### config.mk
export PLATFORM = sky130hd
export DESIGN_NAME = wb_slave_bridge
export DESIGN_NICKNAME = d
export VERILOG_FILES = /design/src/rtl/wb_slave_bridge.sv
export SDC_FILE = /design/constraint.sdc
export NUM_CORES = 1
export LEC_CHECK = 0
export ABC_AREA = 1
export BUFFER_PORTS_ARGS = -buffer_cell sky130_fd_sc_hd__buf_2
export CORE_MARGIN = 4
export CORE_UTILIZATION = 50
export DETAILED_ROUTE_END_ITERATION = 8
export GPL_TIMING_DRIVEN = 0
export PLACE_DENSITY = 0.84
export SLEW_MARGIN = 25
export SYNTH_ARGS = -nofsm -noshare
export SYNTH_HDL_FRONTEND = slang
export SYNTH_SLANG_ARGS = --single-unit
### constraint.sdc
create_clock -name clk_i -period 10.3 [get_ports clk_i]
set_input_delay 1.545 -clock clk_i [delete_from_list [all_inputs] [get_ports clk_i]]
set_output_delay 1.545 -clock clk_i [all_outputs]
set_load 0.005 [all_outputs]
### src/rtl/wb_slave_bridge.sv
// Wishbone classic slave bridging one WB master to a single peripheral
// through a req/done handshake, with address-window decode, byte enables,
// bus-error response, response timeout and abort on CYC_I drop.
module wb_slave_bridge #(
    parameter int unsigned            ADDR_WIDTH     = 32,
    parameter int unsigned            DATA_WIDTH     = 32,
    parameter logic [ADDR_WIDTH-1:0]  BASE_ADDR      = '0,
    parameter logic [ADDR_WIDTH-1:0]  ADDR_MASK      = '0,
    parameter int unsigned            TIMEOUT_CYCLES = 16
) (
    input  logic                      clk_i,
    input  logic                      rst_i,
    input  logic                      CYC_I,
    input  logic                      STB_I,
    input  logic                      WE_I,
    input  logic [ADDR_WIDTH-1:0]     ADR_I,
    input  logic [DATA_WIDTH-1:0]     DAT_I,
    input  logic [DATA_WIDTH/8-1:0]   SEL_I,
    output logic [DATA_WIDTH-1:0]     DAT_O,
    output logic                      ACK_O,
    output logic                      ERR_O,
    output logic                      req_o,
    output logic                      we_o,
    output logic [ADDR_WIDTH-1:0]     addr_o,
    output logic [DATA_WIDTH-1:0]     wdata_o,
    output logic [DATA_WIDTH/8-1:0]   be_o,
    input  logic [DATA_WIDTH-1:0]     rdata_i,
    input  logic                      done_i,
    input  logic                      err_i,
    output logic                      timeout_o
);

    localparam int unsigned SEL_WIDTH = DATA_WIDTH / 8;
    // A zero-width counter is illegal, so keep at least one bit when disabled
    localparam int unsigned CNT_W     = (TIMEOUT_CYCLES > 0) ? $clog2(TIMEOUT_CYCLES + 1) : 1;
    localparam bit          TO_EN     = (TIMEOUT_CYCLES != 0);
    localparam logic [CNT_W-1:0] CNT_LAST =
        CNT_W'((TIMEOUT_CYCLES > 0) ? (TIMEOUT_CYCLES - 1) : 0);

    typedef enum logic [1:0] {
        ST_IDLE,
        ST_REQ,
        ST_RESP
    } state_t;

    state_t                 state, state_nxt;
    logic [CNT_W-1:0]       cnt, cnt_nxt;
    logic [DATA_WIDTH-1:0]  dat_nxt;
    logic                   ack_nxt, err_nxt, req_nxt, we_nxt, to_nxt;
    logic [ADDR_WIDTH-1:0]  addr_nxt;
    logic [DATA_WIDTH-1:0]  wdata_nxt;
    logic [SEL_WIDTH-1:0]   be_nxt;
    logic                   hit_c;
    logic                   expired_c;

    assign hit_c     = ((ADR_I & ADDR_MASK) == BASE_ADDR);
    assign expired_c = TO_EN && (cnt == CNT_LAST);

    // State, counter and all registered outputs
    always_ff @(posedge clk_i or posedge rst_i) begin
        if (rst_i) begin
            state     <= ST_IDLE;
            cnt       <= '0;
            DAT_O     <= '0;
            ACK_O     <= 1'b0;
            ERR_O     <= 1'b0;
            req_o     <= 1'b0;
            we_o      <= 1'b0;
            addr_o    <= '0;
            wdata_o   <= '0;
            be_o      <= '0;
            timeout_o <= 1'b0;
        end else begin
            state     <= state_nxt;
            cnt       <= cnt_nxt;
            DAT_O     <= dat_nxt;
            ACK_O     <= ack_nxt;
            ERR_O     <= err_nxt;
            req_o     <= req_nxt;
            we_o      <= we_nxt;
            addr_o    <= addr_nxt;
            wdata_o   <= wdata_nxt;
            be_o      <= be_nxt;
            timeout_o <= to_nxt;
        end
    end

    // Next-state and next-output decode; pulses default low, payload holds
    always_comb begin
        state_nxt = state;
        cnt_nxt   = cnt;
        dat_nxt   = DAT_O;
        ack_nxt   = 1'b0;
        err_nxt   = 1'b0;
        to_nxt    = 1'b0;
        req_nxt   = req_o;
        we_nxt    = we_o;
        addr_nxt  = addr_o;
        wdata_nxt = wdata_o;
        be_nxt    = be_o;

        case (state)
            ST_IDLE: begin
                if (CYC_I && STB_I) begin
                    if (hit_c) begin
                        addr_nxt  = ADR_I;
                        wdata_nxt = DAT_I;
                        be_nxt    = SEL_I;
                        we_nxt    = WE_I;
                        req_nxt   = 1'b1;
                        cnt_nxt   = '0;
                        state_nxt = ST_REQ;
                    end else begin
                        err_nxt   = 1'b1;
                        state_nxt = ST_RESP;
                    end
                end
            end
            ST_REQ: begin
                if (!CYC_I) begin
                    // Master abandoned the cycle: no response, done_i ignored
                    req_nxt   = 1'b0;
                    state_nxt = ST_IDLE;
                end else if (done_i) begin
                    req_nxt   = 1'b0;
                    state_nxt = ST_RESP;
                    if (err_i) begin
                        err_nxt = 1'b1;
                    end else begin
                        ack_nxt = 1'b1;
                        if (!we_o) begin
                            dat_nxt = rdata_i;
                        end
                    end
                end else if (expired_c) begin
                    req_nxt   = 1'b0;
                    err_nxt   = 1'b1;
                    to_nxt    = 1'b1;
                    state_nxt = ST_RESP;
                end else begin
                    cnt_nxt = cnt + CNT_W'(1);
                end
            end
            ST_RESP: begin
                // Strobe is not sampled here so the acked transfer is not re-accepted
                state_nxt = ST_IDLE;
            end
            default: begin
                state_nxt = ST_IDLE;
            end
        endcase
    end

endmodule

==> flow_summary.yaml, run 1 <==
job:
  max_cap_viol_count: 0
cts:
  postCtsSetupRepairBufs: 0
  cts_max_level: 3
  numCtsBuffers: 9
  post_cts_resize_count: 0
  ctsHoldBuffers: 0
  clock_latency_ns: 0.35
  cts_tree: "done"
  cts.sinks: 112
  cts_root_buffer: "clkbuf_8"
  clockBufferDepth: 2
  clk_pin_slew_worst_paths_ns: 0.10
sta:
  setup_tns_ns: 0
  slew_viol_final: 0
  rsz0062_at_grt: "no"
  tightest_slew_ns: 0.491
  layout_min_cycle_time_ns: 2.45
  slew_headroom_pct: 67.3
  skew_ns: 0.00814
  finalHoldViolations: 0
  period_share_pct: 23.8
  setup_viol: 0
  fmax_ghz: 0.409
yosys:
  synth_ff_type: "dfrtp_1"
  yosys-top-cells-count: "nand2_1 (156), dfrtp_1 (112), inv_1 (81)"
  avgSynthCellArea_um2: 8.95
  synth_edf_count: 0
  synth_area_leaders: "dfrtp_1 (63%), nand2_1 (13%), inv_1 (6.8%)"
  ys_async_sr_fraction_pct: 100
  synth_top_area_share_pct: 63.0
  synth_warnings: 0
  syn_area_um2: 4450
  netlist_instances: 497
  yosysTopAreaCell: "dfrtp_1"
  yosysSeqAreaShare_pct: 63.0
  ys_ff_latch: 112
  synth.most_common_cell: "nand2_1"
  synth.distinct_cells: 19
  syn-num-nets: 606
outcome:
  status: "completed"
global_route:
  grt_first_pass_wirelength_mm: 18.4
  grt-ovfl-total: 0
  antenna_found_initial: 1
  grt_util_all_layers_pct: 22.3
  grt_max_degree: 62
  first_global_vias: 4012
final_layout:
  n_antenna_cell: 0
  syn_to_final_growth_pct: 31.4
  drive_gt1_share_pct: 33.4
  nFillCells: 700
  multi_input_area_um2: 1230
  layout.nets: 829
  final_cells: 833
  regArea_um2: 2800
setup_path:
  arrival_ns: 0.90
  reg2reg_depth: 9
  start_kind: "register"
  cp.depth: 1
  critPathCaptureType: "output pin"
  crit_type: "register to output pin"
  cp_top_family: "flip-flops"
  worstPathRequired_ns: 8.76
  path_buf_inv: 1
  path_cells: "buf_2"
  max_stage_delay_ns: 0.40
  cp_max_fo: 2
  slowest_stage: "dfrtp_1"
routing:
  wl_mm: 11.6
  drtIter0Drc: 104
  ant_nets: 0
  wire_per_inst_um: 13.9
  vias_per_cell: 4.80
  drc: 0
  vias: 3998
  drt_first_pass_iters: 4
floorplan:
  core-area_um2: 8680
  die_y_um: 102
  io_pins: 212
  dieArea_um2: 10500
  die_w_um: 102
  num_rows: 34
  initial_core_util_pct: 51.3
pwr:
  p_leak_nw: 3.55
  p_per_area_nw_per_um2: 176
  ir_drop_mv: 0.0954
place:
  routabilityCongestion: 0.764
  place.detailed.hpwl_mm: 9.12
  dp.cells: 817
  io_buffers: 211
min_path:
  hold_class: "register to register"
  holdPathStages: 2
-- cells by family after synthesis --
| family | Yosys count | synth area share, % |
|---|---|---|
| buffers and inverters | 106 | 9.47 |
| AND/OR/NAND/NOR | 208 | 19.2 |
| flip-flops | 112 | 63.0 |
| adder cells (fa/ha/maj) | 2 | 0.562 |
| AO/OA/AOI/OAI | 69 | 7.76 |
-- placed cells by master, fill, tap and decap left out, types with 2 or more instances in the layout --
| master | count |
|---|---|
| buf_2 | 221 |
| nand2_1 | 156 |
| dfrtp_1 | 112 |
| inv_1 | 80 |
| o21ai_1 | 40 |
| nand3_1 | 39 |
| o21ai_0 | 28 |
| clkbuf_1 | 14 |
| clkbuf_8 | 10 |
| nor2_1 | 7 |
| nor3b_1 | 2 |
| ha_1 | 2 |
| clkinv_4 | 2 |
-- flip-flops by register name (all words and copies together) (netlist names) --
signal     count
be_o           4
cnt            5
ACK_O          1
req_o          1
state          2
DAT_O         32
timeout_o      1
addr_o        32
ERR_O          1
wdata_o       32
we_o           1
-- layout make-up --
class / count / share of cell area [%]
repair buffers: 212 / 18.5
plain buffers: 24 / 1.95
flip-flops and latches: 112 / 47.9
well taps: 108 / 2.31
inverters: 82 / 5.35
clock buffers: 12 / 2.48
clock inverters: 4 / 0.513
multi-input cells: 279 / 21.0
-- final timing paths --
path	from	endpoint	slack (ns)
setup / recovery	wdata_o[9]$_DFFE_PP0P_	wdata_o[9]	7.85
hold / removal	DAT_O[18]$_DFFE_PP0P_	DAT_O[18]$_DFFE_PP0P_	0.48
setup reg to reg	cnt[0]$_DFFE_PP0P_	cnt[1]$_DFFE_PP0P_	8.44
hold reg to reg	DAT_O[18]$_DFFE_PP0P_	DAT_O[18]$_DFFE_PP0P_	0.48
max in group asynchronous	rst_i	wdata_o[6]$_DFFE_PP0P_	8.41
min in group asynchronous	rst_i	DAT_O[24]$_DFFE_PP0P_	1.22
-- per-layer routing --
metal  up-vias  track usage [%]  wire length (µm)
li1       1964                -                 -
met1      1854             26.3              4590
met2       166             38.9              5670
met3        12             6.96              1170
met4         2             7.16               140
met5         -                0                12
-- metrics by stage --
step	setup slack [ns]	total power, W	cell area, µm²	hold slack, ns	utilization (%)
after floorplan	5.80	0.000669	4450	0.465	-
after global placement	4.72	0.000793	5640	0.449	65.0
after detailed placement	7.56	0.000810	5670	0.453	65.4
after CTS	7.83	0.00104	5850	0.476	67.4
after global routing	7.81	0.00110	5850	0.495	67.4
final	7.85	0.00103	5850	0.476	67.4
-- power by group --
part / internal [W] / leakage [nW] / switching [W]
registers: 0.000521 / 1.43 / 0.0000460
logic: 0.000108 / 2.03 / 0.000121
clock network: 0.0000956 / 0.0866 / 0.000139
Power figures use the tool's default switching activity.
==> run 2, diff against run 1 <==
--- a/config.mk
+++ b/config.mk
@@ -8,10 +8,10 @@
 export ABC_AREA = 1
 export BUFFER_PORTS_ARGS = -buffer_cell sky130_fd_sc_hd__buf_2
 export CORE_MARGIN = 4
-export CORE_UTILIZATION = 50
+export CORE_UTILIZATION = 42
 export DETAILED_ROUTE_END_ITERATION = 8
 export GPL_TIMING_DRIVEN = 0
-export PLACE_DENSITY = 0.84
+export PLACE_DENSITY = 0.75
 export SLEW_MARGIN = 25
 export SYNTH_ARGS = -nofsm -noshare
 export SYNTH_HDL_FRONTEND = slang
==> constraint.sdc (replaced) <==
create_clock -name clk_i -period 2 [get_ports clk_i]
set_input_delay 0.3 -clock clk_i [delete_from_list [all_inputs] [get_ports clk_i]]
set_output_delay 0.3 -clock clk_i [all_outputs]
set_load 0.005 [all_outputs]
==> run 2 against run 1 <==
  * Total power grew to 5.2 times the previous value
  * Via count shrank 0.28%
  * Combinational power rose to 5.2 times the previous value
  * Sequential share of layout area is 0.68 points lower
  * Hold slack lost 0.43 ns
  * Critical path type is now register to register
  * Critical endpoint is now cnt[3]$_DFFE_PP0P_
  * Sequential power grew to 5.1 times the previous value
==> flow_summary.yaml, run 2 (synthesized netlist as in run 1, its figures left out) <==
final_layout:
  drive_gt1_share_pct: 33.8
  final_core_util_pct: 57.5
  n_antenna_cell: 0
  layout_commonest_cell: "buf_2"
  layout.nets: 831
  syn_to_final_growth_pct: 33.3
  stdcell_area_um2: 5930
  final_cell_mix: "buf_2 (221), nand2_1 (156), dfrtp_1 (112), inv_1 (80), o21ai_1 (40)"
  reg.largest.list: "DAT_O x32, addr_o x32, wdata_o x32"
floorplan:
  die_y_um: 111
  io_pins: 212
  initial_core_util_pct: 43.1
  core-area_um2: 10300
  dieArea_um2: 12300
  num_rows: 37
  die_w_um: 111
pwr:
  p_per_area_nw_per_um2: 911
  p_int_w: 0.00382
  p_seq_share_pct: 54.0
  ir_drop_mv: 0.441
  p_sw_share_pct: 29.3
  p_leak_nw: 3.57
  p_comb_share_pct: 21.9
  switching_power_w: 0.00159
  pwr-share-clk_pct: 24.1
global_route:
  antenna_found_initial: 1
  grt_max_degree: 32
  grt_util_all_layers_pct: 19.3
  grt_first_pass_wirelength_mm: 19.4
  first_global_vias: 4066
  grt-ovfl-total: 0
place:
  place.detailed.hpwl_mm: 9.45
  dpl_cell_area_um2: 5740
  io_buffers: 211
  routabilityCongestion: 0.940
routing:
  wl_mm: 11.9
  drtIter0Drc: 162
  drt_first_pass_iters: 6
  ant_nets: 0
  vias_per_cell: 4.62
  wire_per_inst_um: 13.8
  vias: 3987
  drc: 0
sta:
  rsz0062_at_grt: "no"
  skew_ns: 0.00812
  layout_min_cycle_time_ns: 1.77
  tightest_slew_ns: 0.704
  slew_viol_final: 0
  setup_tns_ns: 0
  slew_headroom_pct: 53.0
  setup_viol: 0
  holdWs_ns: 0.0420
  finalHoldViolations: 0
  fmax_ghz: 0.564
  period_share_pct: 88.7
setup_path:
  cp_top_family: "simple AND/OR/NAND/NOR gates"
  start_kind: "register"
  cp_max_fo: 7
  slowest_stage: "dfrtp_1"
  worstPathRequired_ns: 2.30
  cp_common_cell: "nand2_1"
  critPathCaptureType: "register"
  arrival_ns: 2.08
  path_cells: "ha_1 > nand2_1 > nor2_1 > ha_1 > nor2_1 > nand3_2 > clkinv_1 > nand2_1 > nand2_1"
  crit_type: "register to register"
  path_buf_inv: 1
  max_stage_delay_ns: 0.43
cts:
  numCtsBuffers: 9
  cts_tree: "done"
  clk_pin_slew_worst_paths_ns: 0.10
  clockBufferDepth: 2
  cts.sinks: 112
  cts_root_buffer: "clkbuf_8"
  clock_latency_ns: 0.36
  cts_max_level: 3
  ctsHoldBuffers: 0
min_path:
  hold_class: "input pin to async pin"
outcome:
  status: "completed"
job:
  max_cap_viol_count: 0
==> run 2: power groups by stage <==
stage	clock [W]	combinational (W)	sequential, W
floorplan	0	0.000460	0.00298
global placement	0	0.00116	0.00293
detailed placement	0	0.00122	0.00295
CTS	0.00135	0.00121	0.00292
global route	0.00144	0.00135	0.00297
finish	0.00130	0.00118	0.00292
==> run 2: layout make-up <==
type                       instances  area [µm²]
inverter                          82         312
timing repair buffer             214        1120
buffer                            24         114
sequential                       112        2800
clock inverter                     6        60.1
multi-input combinational        279        1230
clock buffer                      10         128
fill                             929        4390
tap                              136         170
==> run 2: repair_timing <==
| item | in CTS | in global routing |
|---|---|---|
| setup buffers | 0 | 0 |
| gates resized for setup | 0 | 1 |
| setup endpoints to repair | 0 | 4 |
==> run 2: path summary, 6_finish.rpt <==
check / start / end / slack, ns / cells after the start
worst max-delay path: cnt[0]$_DFFE_PP0P_ / cnt[3]$_DFFE_PP0P_ / 0.23 / 9
worst min-delay path: rst_i / addr_o[25]$_DFFE_PP0P_ / 0.04 / 2
worst max register to register: cnt[0]$_DFFE_PP0P_ / cnt[3]$_DFFE_PP0P_ / 0.23 / 9
worst min register to register: DAT_O[8]$_DFFE_PP0P_ / DAT_O[8]$_DFFE_PP0P_ / 0.47 / 2
max in group asynchronous: rst_i / we_o$_DFFE_PP0P_ / 1.18 / 4
min in group clk_i: done_i / timeout_o$_DFF_PP0_ / 0.14 / 2
==> run 2: stage by stage <==
stage	cells	power, W	worst slack, ns
after floorplan	497	0.00344	0.343
after global placement	844	0.00409	-0.308
after detailed placement	847	0.00417	0.187
after CTS	863	0.00548	0.140
after global routing	863	0.00577	0.0690
final	863	0.00541	0.227
==> run 2: routing by layer <==
metal	GRT usage [%]	wire length [µm]
met4	7.22	206
met3	6.50	1200
met2	32.0	5570
met5	0	13
met1	23.4	4950
